File: src/rtl/dac_dig_pkg.sv
// ---------------------------------------------------------------------------
// dac_dig_pkg
// Shared definitions for the unit-element DAC digital back end.
//   - element count and data widths
//   - the selector FSM state encoding
//   - the packed SFM array type used for the snapshot registers
//   - the candidate record passed through the argmax compare tree
//   - clampCode(): saturates a thermometer count at the number of elements
// ---------------------------------------------------------------------------
package dac_dig_pkg;

  localparam int N_ELEM = 6;
  localparam int W_SFM  = 6;
  localparam int W_CODE = 3;
  localparam logic [W_CODE-1:0] CODE_MAX = 3'd6;

  // Selector FSM: wait for a sample, then pick one element per clock.
  typedef enum logic {
    IDLE = 1'b0,
    SEL  = 1'b1
  } state_t;

  // Element i lives in slice [i], so {sfm5, ..., sfm0} packs directly.
  typedef logic [N_ELEM-1:0][W_SFM-1:0] sfm_arr_t;

  // One contender inside the argmax tree. vld=0 means the element is
  // already selected and must never win.
  typedef struct packed {
    logic             vld;
    logic [2:0]       idx;
    logic [W_SFM-1:0] val;
  } cand_t;

  // Codes above the element count cannot be honoured; turn everything on.
  function automatic logic [W_CODE-1:0] clampCode(input logic [W_CODE-1:0] c);
    return (c > CODE_MAX) ? CODE_MAX : c;
  endfunction

endpackage

File: src/rtl/argmax6_masked.sv
// ---------------------------------------------------------------------------
// argmax6_masked
// Purely combinational: finds the largest unmasked value among six unsigned
// SFM values. Ties resolve to the lowest element index.
// Ports:
//   i_vals    in  6*W_SFM  packed values, element i at [i*W_SFM +: W_SFM]
//   i_mask    in  6        1 = element already taken, excluded from the search
//   o_idx     out 3        index of the winning element
//   o_onehot  out 6        one-hot of the winner (all zero if every element
//                          is masked)
// ---------------------------------------------------------------------------
module argmax6_masked
  import dac_dig_pkg::*;
(
  input  logic [N_ELEM*W_SFM-1:0] i_vals,
  input  logic [N_ELEM-1:0]       i_mask,
  output logic [2:0]              o_idx,
  output logic [N_ELEM-1:0]       o_onehot
);

  cand_t w_cand [N_ELEM];
  cand_t w_lvl1 [3];
  cand_t w_lvl2a;
  cand_t w_win;

  // Keeps 'a' on equal values. Callers always pass the lower-index
  // candidate as 'a', which is what gives lowest-index-wins on ties.
  function automatic cand_t pickCand(input cand_t a, input cand_t b);
    if (a.vld && (!b.vld || (a.val >= b.val))) begin
      return a;
    end
    return b;
  endfunction

  always_comb begin
    for (int i = 0; i < N_ELEM; i++) begin
      w_cand[i].vld = ~i_mask[i];
      w_cand[i].idx = 3'(i);
      w_cand[i].val = i_vals[i*W_SFM +: W_SFM];
    end
  end

  // Level 1: three pairwise compares. Level 2: fold the three pair winners,
  // again keeping the lower-index side first.
  always_comb begin
    w_lvl1[0] = pickCand(w_cand[0], w_cand[1]);
    w_lvl1[1] = pickCand(w_cand[2], w_cand[3]);
    w_lvl1[2] = pickCand(w_cand[4], w_cand[5]);
    w_lvl2a   = pickCand(w_lvl1[0], w_lvl1[1]);
    w_win     = pickCand(w_lvl2a, w_lvl1[2]);
  end

  always_comb begin
    o_idx    = w_win.idx;
    o_onehot = '0;
    if (w_win.vld) begin
      o_onehot = N_ELEM'(1) << w_win.idx;
    end
  end

endmodule

File: src/rtl/vq6_element_selector.sv
// ---------------------------------------------------------------------------
// vq6_element_selector
// Vector quantizer for the 6-element unit DAC, closing the mismatch-shaping
// loop. For each accepted sample it turns on the 'code' elements whose
// loop-filter outputs (SFM) are largest, i.e. the least-used elements.
// One element is chosen per clock against a snapshot of the SFM inputs.
// Ports:
//   clk       in   1       clock, rising edge
//   rstn      in   1       asynchronous active-low reset
//   in_valid  in   1       code/SFM sample valid
//   in_ready  out  1       idle; sample accepted on in_valid & in_ready
//   code      in   3       number of elements to turn on (0..6, >6 saturates)
//   sfm5..0   in   6 each  unsigned loop-filter outputs per element
//   sv        out  6       selection vector, bit i = element i on
//   sv_valid  out  1       one-cycle strobe: new sv present (filter advance)
//   sat_err   out  1       sticky: a code above 6 has been received
// ---------------------------------------------------------------------------
module vq6_element_selector
  import dac_dig_pkg::*;
(
  input  logic              clk,
  input  logic              rstn,
  input  logic              in_valid,
  output logic              in_ready,
  input  logic [W_CODE-1:0] code,
  input  logic [W_SFM-1:0]  sfm5,
  input  logic [W_SFM-1:0]  sfm4,
  input  logic [W_SFM-1:0]  sfm3,
  input  logic [W_SFM-1:0]  sfm2,
  input  logic [W_SFM-1:0]  sfm1,
  input  logic [W_SFM-1:0]  sfm0,
  output logic [N_ELEM-1:0] sv,
  output logic              sv_valid,
  output logic              sat_err
);

  state_t              r_state;
  state_t              w_stateNext;
  sfm_arr_t            r_sfm;
  logic [N_ELEM-1:0]   r_mask;
  logic [N_ELEM-1:0]   w_maskNext;
  logic [W_CODE-1:0]   r_cnt;
  logic [W_CODE-1:0]   w_cntNext;
  logic [N_ELEM-1:0]   r_sv;
  logic [N_ELEM-1:0]   w_svNext;
  logic                r_svValid;
  logic                w_svValidNext;
  logic                r_satErr;
  logic                w_satErrNext;
  logic                w_load;
  logic [2:0]          w_pickIdx;
  logic [N_ELEM-1:0]   w_pickOnehot;
  logic [N_ELEM-1:0]   w_maskPick;

  argmax6_masked u_argmax (
    .i_vals   (r_sfm),
    .i_mask   (r_mask),
    .o_idx    (w_pickIdx),
    .o_onehot (w_pickOnehot)
  );

  // Mask after taking this cycle's pick.
  always_comb begin
    w_maskPick            = r_mask;
    w_maskPick[w_pickIdx] = 1'b1;
  end

  // FSM state register.
  always_ff @(posedge clk or negedge rstn) begin
    if (!rstn) begin
      r_state <= IDLE;
    end else begin
      r_state <= w_stateNext;
    end
  end

  // Next-state and datapath control. r_cnt counts the elements still to
  // pick; the sample completes in the same cycle as the last pick, so a
  // count of k costs k cycles in SEL (one cycle when k is zero).
  always_comb begin
    w_stateNext   = r_state;
    w_cntNext     = r_cnt;
    w_maskNext    = r_mask;
    w_svNext      = r_sv;
    w_svValidNext = 1'b0;
    w_satErrNext  = r_satErr;
    w_load        = 1'b0;
    in_ready      = 1'b0;
    case (r_state)
      IDLE: begin
        in_ready = 1'b1;
        if (in_valid) begin
          w_load      = 1'b1;
          w_cntNext   = clampCode(code);
          w_maskNext  = '0;
          w_stateNext = SEL;
          if (code > CODE_MAX) begin
            w_satErrNext = 1'b1;
          end
        end
      end
      SEL: begin
        if (r_cnt == '0) begin
          w_svNext      = r_mask;
          w_svValidNext = 1'b1;
          w_stateNext   = IDLE;
        end else begin
          w_maskNext = w_maskPick;
          w_cntNext  = r_cnt - 1'b1;
          if (r_cnt == W_CODE'(1)) begin
            w_svNext      = r_mask | w_pickOnehot;
            w_svValidNext = 1'b1;
            w_stateNext   = IDLE;
          end
        end
      end
      default: begin
        w_stateNext = IDLE;
      end
    endcase
  end

  // Snapshot, mask, count and output registers. The snapshot is only
  // written on accept, so SFM movement during SEL cannot leak into the
  // sample in flight.
  always_ff @(posedge clk or negedge rstn) begin
    if (!rstn) begin
      r_sfm     <= '0;
      r_mask    <= '0;
      r_cnt     <= '0;
      r_sv      <= '0;
      r_svValid <= 1'b0;
      r_satErr  <= 1'b0;
    end else begin
      if (w_load) begin
        r_sfm <= {sfm5, sfm4, sfm3, sfm2, sfm1, sfm0};
      end
      r_mask    <= w_maskNext;
      r_cnt     <= w_cntNext;
      r_sv      <= w_svNext;
      r_svValid <= w_svValidNext;
      r_satErr  <= w_satErrNext;
    end
  end

  assign sv       = r_sv;
  assign sv_valid = r_svValid;
  assign sat_err  = r_satErr;

endmodule

File: config.mk
export PLATFORM = sky130hd
export DESIGN_NAME = vq6_element_selector
export DESIGN_NICKNAME = d
export VERILOG_FILES = /design/src/rtl/dac_dig_pkg.sv /design/src/rtl/argmax6_masked.sv /design/src/rtl/vq6_element_selector.sv
export SDC_FILE = /design/constraint.sdc
export NUM_CORES = 1
export LEC_CHECK = 0
export ABC_AREA = 1
export CORE_MARGIN = 5
export CORE_UTILIZATION = 64
export DETAILED_ROUTE_END_ITERATION = 7
export DONT_BUFFER_PORTS = 1
export HOLD_SLACK_MARGIN = 0.12
export PLACE_DENSITY = 0.8
export SYNTH_ARGS = -nofsm -noshare
export SYNTH_HDL_FRONTEND = slang
export SYNTH_HIERARCHICAL = 1
export SYNTH_SLANG_ARGS = --single-unit
File: constraint.sdc
create_clock -name clk -period 4.85 [get_ports clk]
set_input_delay 0.97 -clock clk [delete_from_list [all_inputs] [get_ports clk]]
set_output_delay 0.97 -clock clk [all_outputs]
set_load 0.01 [all_outputs]
==> key figures, run 1 <==
Floorplanning
  – Initial Util: 0.654
  – FP Rows: 27
  – DIE HEIGHT: 84.8 um
  – Chip Width: 84.8 um
  – Total die area: 7190 um^2
  – I/O pin count: 51
  – CORE AREA: 5470 um^2

Logic synthesis
  – Mean Syn Cell Area: 7.40 um^2
  – Ys async rst share: 1.00
  – Top FF cell, synth: dfrtp_1
  – Most frequent cell after synthesis: nand2_1
  – Post-synth top area cell: dfrtp_1
  – Syn Nets: 559
  – YS warnings: 6
  – Area contributors post-synth: dfrtp_1 (38%), nand2_1 (22%), ha_1 (12%), inv_1 (6.6%), o21ai_2 (4.6%)
  – Yosys cell types: 29
  – Count of flip-flops with a built-in enable after synthesis: 0
  – Mapped Cells: 484
  – FF+latch count, synth: 54
  – Top cell type's share of synthesized area: 0.377
  – Synth Cell Area: 3580 um^2
  – Seq/Total Area, Yosys: 0.377
  – Top cells by instance count after synthesis: nand2_1 (212), inv_1 (63), dfrtp_1 (54)

STA
  – Final count of negative-setup-slack endpoints: 0
  – Fmax: 239 MHz
  – Slew HR: 0.582
  – Min Clock Period, post-route: 4190 ps
  – Final Cycle Share: 0.863
  – RSZ-0062 raised after global routing: false
  – Final hold vios: 0
  – Fin. max-slew vios: 0
  – Setup WS post-layout: 663 ps
  – Least-Margin Pin Slew: 626 ps
  – Setup_tns: 0 ps
  – Clk_skew: 6.39 ps

Worst setup path
  – Critical path's most frequent cell: nand2_1
  – Slowest Stage Delay on Critical Path: 420 ps
  – Crit Path Class: register to register
  – Worst endpoint required time: 5100 ps
  – Critical path's slowest cell: dfrtp_1
  – Reg2Reg Setup Slack: 660 ps
  – Startpoint Class: register
  – Critical path launch point: r_sfm[15]
  – Crit path DAT: 4440 ps
  – Crit Path Max Fanout: 15
  – Reg2Reg Depth: 28
  – RR Startpoint: r_sfm[15]
  – Reg-to-reg endpoint: r_mask[5]
  – CP endpoint kind: register

Layout
  – Multi-input logic area: 1870 um^2
  – Fillers: 496
  – FF/Latch Area: 1350 um^2
  – Antenna Cells: 0
  – Share of layout cells above drive strength 1: 0.113
  – Nets@finish: 553
  – Final instance area: 3670 um^2
  – Area Growth Syn to Fin: 2.59%

Min path
  – Hold Crit Class: primary input to async pin

Clock tree
  – Post_cts resized: 0
  – Reg clk slew, reported paths: 90 ps
  – Hold-fix buffers at CTS: 0
  – Clock buffer depth: 2
  – CTS sink cnt: 54
  – Worst-skew pair later-pin latency: 310 ps
  – Total CTS buffers: 5
  – CTS root buf: clkbuf_8
  – H-Tree Depth: 2
  – Post-CTS Setup Inserts: 0
  – CTS tree: done

Routing
  – Final wirelength: 6780 um
  – ANT nets after route: 0
  – WL/cell: 12.3 um
  – Initial drt markers: 125
  – TritonRoute pass-1 iters: 5
  – Via/cell ratio: 5.02
  – Via count: 2767
  – DRC: 0

Place
  – Post-place setup slack: 754 ps
  – Port buffer count: 0
  – Post-DP HPWL: 5190 um
  – Gpl congestion: 0.921
  – Cell Area, Placed: 3560 um^2

Global routing
  – Largest net degree at the start of global routing: 55
  – GRT Total Usage: 0.201
  – Grt total ovfl: 0
  – Vias in the first global route: 2746
  – First-pass GRT wire length: 12000 um
  – Initial antenna violation count: 0

Flow run
  – Max-cap viol count: 0

Run status
  – Status: finished, final reports clean
-- sequential cells by signal, summed over array words and instances, names as in the netlist --
register	flops
sv	6
r_sfm	36
r_state	1
r_mask	6
r_cnt	3
sat_err	1
sv_valid	1
-- critical path, delay by kind of cell (launching register included) --
| kind | cells | cell delay [ps] |
|---|---|---|
| AOI/OAI and AO/OA | 9 | 1240 |
| adders and majority gates | 3 | 900 |
| buffers and inverters | 4 | 310 |
| DFF | 1 | 420 |
| and+or+nand+nor | 12 | 1240 |
-- worst max-delay path by stage --
stage	to	depth (start not counted)
floorplan	r_mask[1]	30
global placement	r_mask[1]	28
detailed placement	r_mask[5]	28
CTS	r_mask[5]	28
global route	r_mask[3]	30
finish	r_mask[5]	28
-- final cells by class --
cell class                      instances  share of cell area
Tap cell                               72              0.0245
Multi-Input combinational cell        351               0.509
Sequential cell                        54               0.368
Inverter                               66              0.0688
Clock buffer                            8              0.0300
-- cells in the final DEF, fill, tap and decap left out, drive strengths merged --
master and instances:
nand3 8, a31oi 1, dfrtp 54, nand4 4, clkbuf 8, nor3 2
or2 1, ha 33, o21ai 41, nor2 16, a21oi 11, a21boi 1
o21a 1, inv 66, nand2 231, o21bai 1
-- cell families after synthesis --
group | share of synthesized area
flip-flops | 0.377
adder cells (fa/ha/maj) | 0.115
AND/OR/NAND/NOR | 0.304
AO/OA/AOI/OAI | 0.103
buffers and inverters | 0.101
-- stage by stage --
stage / util / hold WS, ps / std cells
after floorplan: - / 442 / 484
after global placement: 0.651 / 454 / 543
after detailed placement: 0.651 / 459 / 543
after CTS: 0.671 / 335 / 551
after global routing: 0.671 / 320 / 551
final: 0.671 / 343 / 551
-- metal layers --
layer | track usage | wire length (um) | vias to the layer above
li1 | - | - | 1481
met1 | 0.256 | 3190 | 1212
met2 | 0.346 | 3170 | 64
met3 | 0.0393 | 330 | 10
met4 | 0.0576 | 97 | 0
met5 | 0 | 0 | -
Power of run 1 is not shown: default switching activity piles up to over one toggle a cycle in this logic, so the estimate is an artifact.
==> run 2, diff against run 1 <==
SYNTH_HIERARCHICAL = default   (was 1)
==> run 2 against run 1 <==
  * Final area fell by 7.8%
  * Critical endpoint is now sv[3]
  * Critical path depth rose by 1
  * Highest routed layer unchanged
  * Sequential share of layout area rose by 3.1 points
  * Worst setup slack improved by 250 ps
  * First-iteration DRC count rose by 51%
  * Largest cell class unchanged
  * Maximum frequency rose by 6.3%
  * Non-clock buffer count rose by 1
==> key figures, run 2 <==
Clock tree
  – Clock buffer depth: 2 (unchanged)
  – Post-CTS Setup Inserts: 0 (unchanged)
  – Post_cts resized: 0 (unchanged)
  – Reg clk slew, reported paths: 100 ps (about the same)
  – H-Tree Depth: 2 (unchanged)
  – CTS sink cnt: 54 (unchanged)
  – Worst-skew pair later-pin latency: 320 ps (about the same)
  – CTS root buf: clkbuf_8
  – Hold-fix buffers at CTS: 0 (unchanged)
  – Total CTS buffers: 5 (unchanged)
  – CTS tree: done

Min path
  – Hold Crit Class: primary input to async pin

STA
  – Fin. max-slew vios: 0 (unchanged)
  – Min Clock Period, post-route: 3940 ps (-247 ps)
  – Slew HR: 0.539 (-0.0431)
  – Clk_skew: 9.97 ps (+3.58 ps)
  – Final Cycle Share: 0.812 (-0.0509)
  – Final hold vios: 0 (unchanged)
  – RSZ-0062 raised after global routing: false
  – Fmax: 254 MHz (+6.3%)
  – Final count of negative-setup-slack endpoints: 0 (unchanged)
  – Least-Margin Pin Slew: 691 ps (+64.8 ps)
  – Setup_tns: 0 ps (unchanged)

Global routing
  – Largest net degree at the start of global routing: 59 (+7.3%)
  – Vias in the first global route: 2390 (-13%)
  – First-pass GRT wire length: 11200 um (-6.1%)
  – Initial antenna violation count: 0 (unchanged)
  – Grt total ovfl: 0 (unchanged)
  – GRT Total Usage: 0.225 (+0.0241)

Layout
  – Largest Register: r_sfm
  – Most frequent cells in the layout: nand2_1 (175), dfrtp_1 (54), inv_1 (49), ha_1 (33), o21ai_0 (26)
  – Largest register FFs: 36 (unchanged)
  – Share of layout cells above drive strength 1: 0.0463 (-0.0664)
  – Area Growth Syn to Fin: 3.83%
  – Fillers: 452 (-8.9%)
  – Nets@finish: 506 (-8.5%)
  – Antenna Cells: 0 (unchanged)
  – FF/Latch Area: 1350 um^2 (unchanged)
  – Most common cell after layout, fill and taps aside: nand2_1
  – Multi-input logic area: 1640 um^2 (-12%)

Routing
  – Final wirelength: 6800 um (+0.27%)
  – TritonRoute pass-1 iters: 4 (-1)
  – Via/cell ratio: 5.28 (+5.1%)
  – Initial drt markers: 189 (+51%)
  – Via count: 2649 (-4.3%)
  – ANT nets after route: 0 (unchanged)
  – WL/cell: 13.5 um (+10%)
  – DRC: 0 (unchanged)

Floorplanning
  – DIE HEIGHT: 81.4 um (-4.0%)
  – Total die area: 6630 um^2 (-7.8%)
  – Chip Width: 81.4 um (-4.0%)
  – I/O pin count: 51 (unchanged)
  – CORE AREA: 5040 um^2 (-7.9%)
  – FP Rows: 26 (-3.7%)
  – Initial Util: 0.647 (-0.00717)

Worst setup path
  – Reg2Reg Setup Slack: 910 ps (+250 ps)
  – Crit Path Class: register to register
  – Critical path launch point: r_sfm[5]
  – Critical path's slowest cell: dfrtp_1
  – Crit path DAT: 4160 ps (-280 ps)
  – Reg-to-reg endpoint: sv[3]
  – Slowest Stage Delay on Critical Path: 420 ps (about the same)
  – RR Startpoint: r_sfm[5]
  – Crit Path Max Fanout: 12 (-3)
  – CP endpoint kind: register
  – Critical path's most frequent cell: nand2_1
  – Startpoint Class: register
  – Reg2Reg Depth: 29 (+3.6%)
  – Crit path buf inv count: 5 (+1)
  – CP delay by family, top: simple AND/OR/NAND/NOR gates
  – Worst endpoint required time: 5070 ps (-30 ps)

Logic synthesis
  – FF+latch count, synth: 54 (unchanged)
  – Syn Nets: 510 (-8.8%)
  – Top cell type's share of synthesized area: 0.414 (+0.0368)
  – Post-synth top area cell: dfrtp_1
  – Top FF cell, synth: dfrtp_1
  – Mean Syn Cell Area: 7.50 um^2 (+1.4%)
  – Seq/Total Area, Yosys: 0.414 (+0.0368)
  – Mapped Cells: 435 (-10%)
  – Top cells by instance count after synthesis: nand2_1 (175), dfrtp_1 (54), inv_1 (49)
  – Ys async rst share: 1.00 (unchanged)
  – Yosys cell types: 30 (+3.4%)
  – Synth Cell Area: 3260 um^2 (-8.9%)
  – YS warnings: 0 (-6)
  – Count of flip-flops with a built-in enable after synthesis: 0 (unchanged)
  – Area contributors post-synth: dfrtp_1 (41%), nand2_1 (20%), ha_1 (13%), inv_1 (5.6%), o21ai_0 (4.0%)
  – Most frequent cell after synthesis: nand2_1

Run status
  – Status: finished, final reports clean

Place
  – Port buffer count: 0 (unchanged)
  – Gpl congestion: 0.969 (+5.2%)
  – Post-DP HPWL: 5250 um (+1.3%)

Flow run
  – Max-cap viol count: 0 (unchanged)
==> run 2: changes by cell type in the layout (fill, tap and decap cells not counted), moves of 3 or more <==
| cell | change |
|---|---|
| a21oi_1 | +10 |
| inv_1 | -14 |
| o21ai_0 | +14 |
| a22oi_1 | +3 |
| nand2_2 | -15 |
| o21ai_2 | -18 |
| nand3_1 | -5 |
| o21ai_1 | +10 |
| nand2_1 | -37 |
| inv_2 | +3 |
==> run 2: through the flow <==
| step | instances | setup slack (ps) | instance area (um^2) | util | hold slack, ps |
|---|---|---|---|---|---|
| floorplan | 435 | 1360 | 3260 | - | 468 |
| global placement | 494 | 1010 | 3290 | 0.652 | 493 |
| detailed placement | 494 | 970 | 3290 | 0.652 | 498 |
| CTS | 502 | 934 | 3390 | 0.672 | 325 |
| global route | 502 | 510 | 3390 | 0.672 | 311 |
| finish | 502 | 910 | 3390 | 0.672 | 336 |
==> run 2: worst max path at each step <==
stage / endpoint / slack [ps] / cells after the start
after floorplan: sv[4] / 1360 / 29
after detailed placement: sv[3] / 970 / 29
after global routing: sv[3] / 510 / 29
final: sv[3] / 910 / 29
after CTS: sv[3] / 930 / 29
after global placement: sv[3] / 1010 / 29
==> run 2: layout make-up <==
class	count	area share
Multi-Input combinational cell	316	0.485
Sequential cell	54	0.399
Inverter	53	0.0587
Tap cell	70	0.0258
Clock buffer	6	0.0244
Clock inverter	2	0.00480
Timing Repair Buffer	1	0.00222
==> run 2: routing by layer <==
layer | up-vias | global-route usage | share of wire
met3 | 6 | 0.0643 | 0.062
met4 | 0 | 0.0507 | 0.0081
met2 | 57 | 0.353 | 0.47
met5 | - | 0 | 0
met1 | 1223 | 0.309 | 0.46
li1 | 1363 | - | -
==> run 2: kinds of logic (layout without fill, tap and decap cells) <==
logic type                 count (synthesis)  in the layout  synth area share
buffers and inverters                     65             62            0.0844
AOI/OAI and AO/OA                         76             76             0.125
DFF                                       54             54             0.414
adders and majority gates                 33             33             0.127
and+or+nand+nor                          207            207             0.250
Power of run 2 is left out for the same reason.
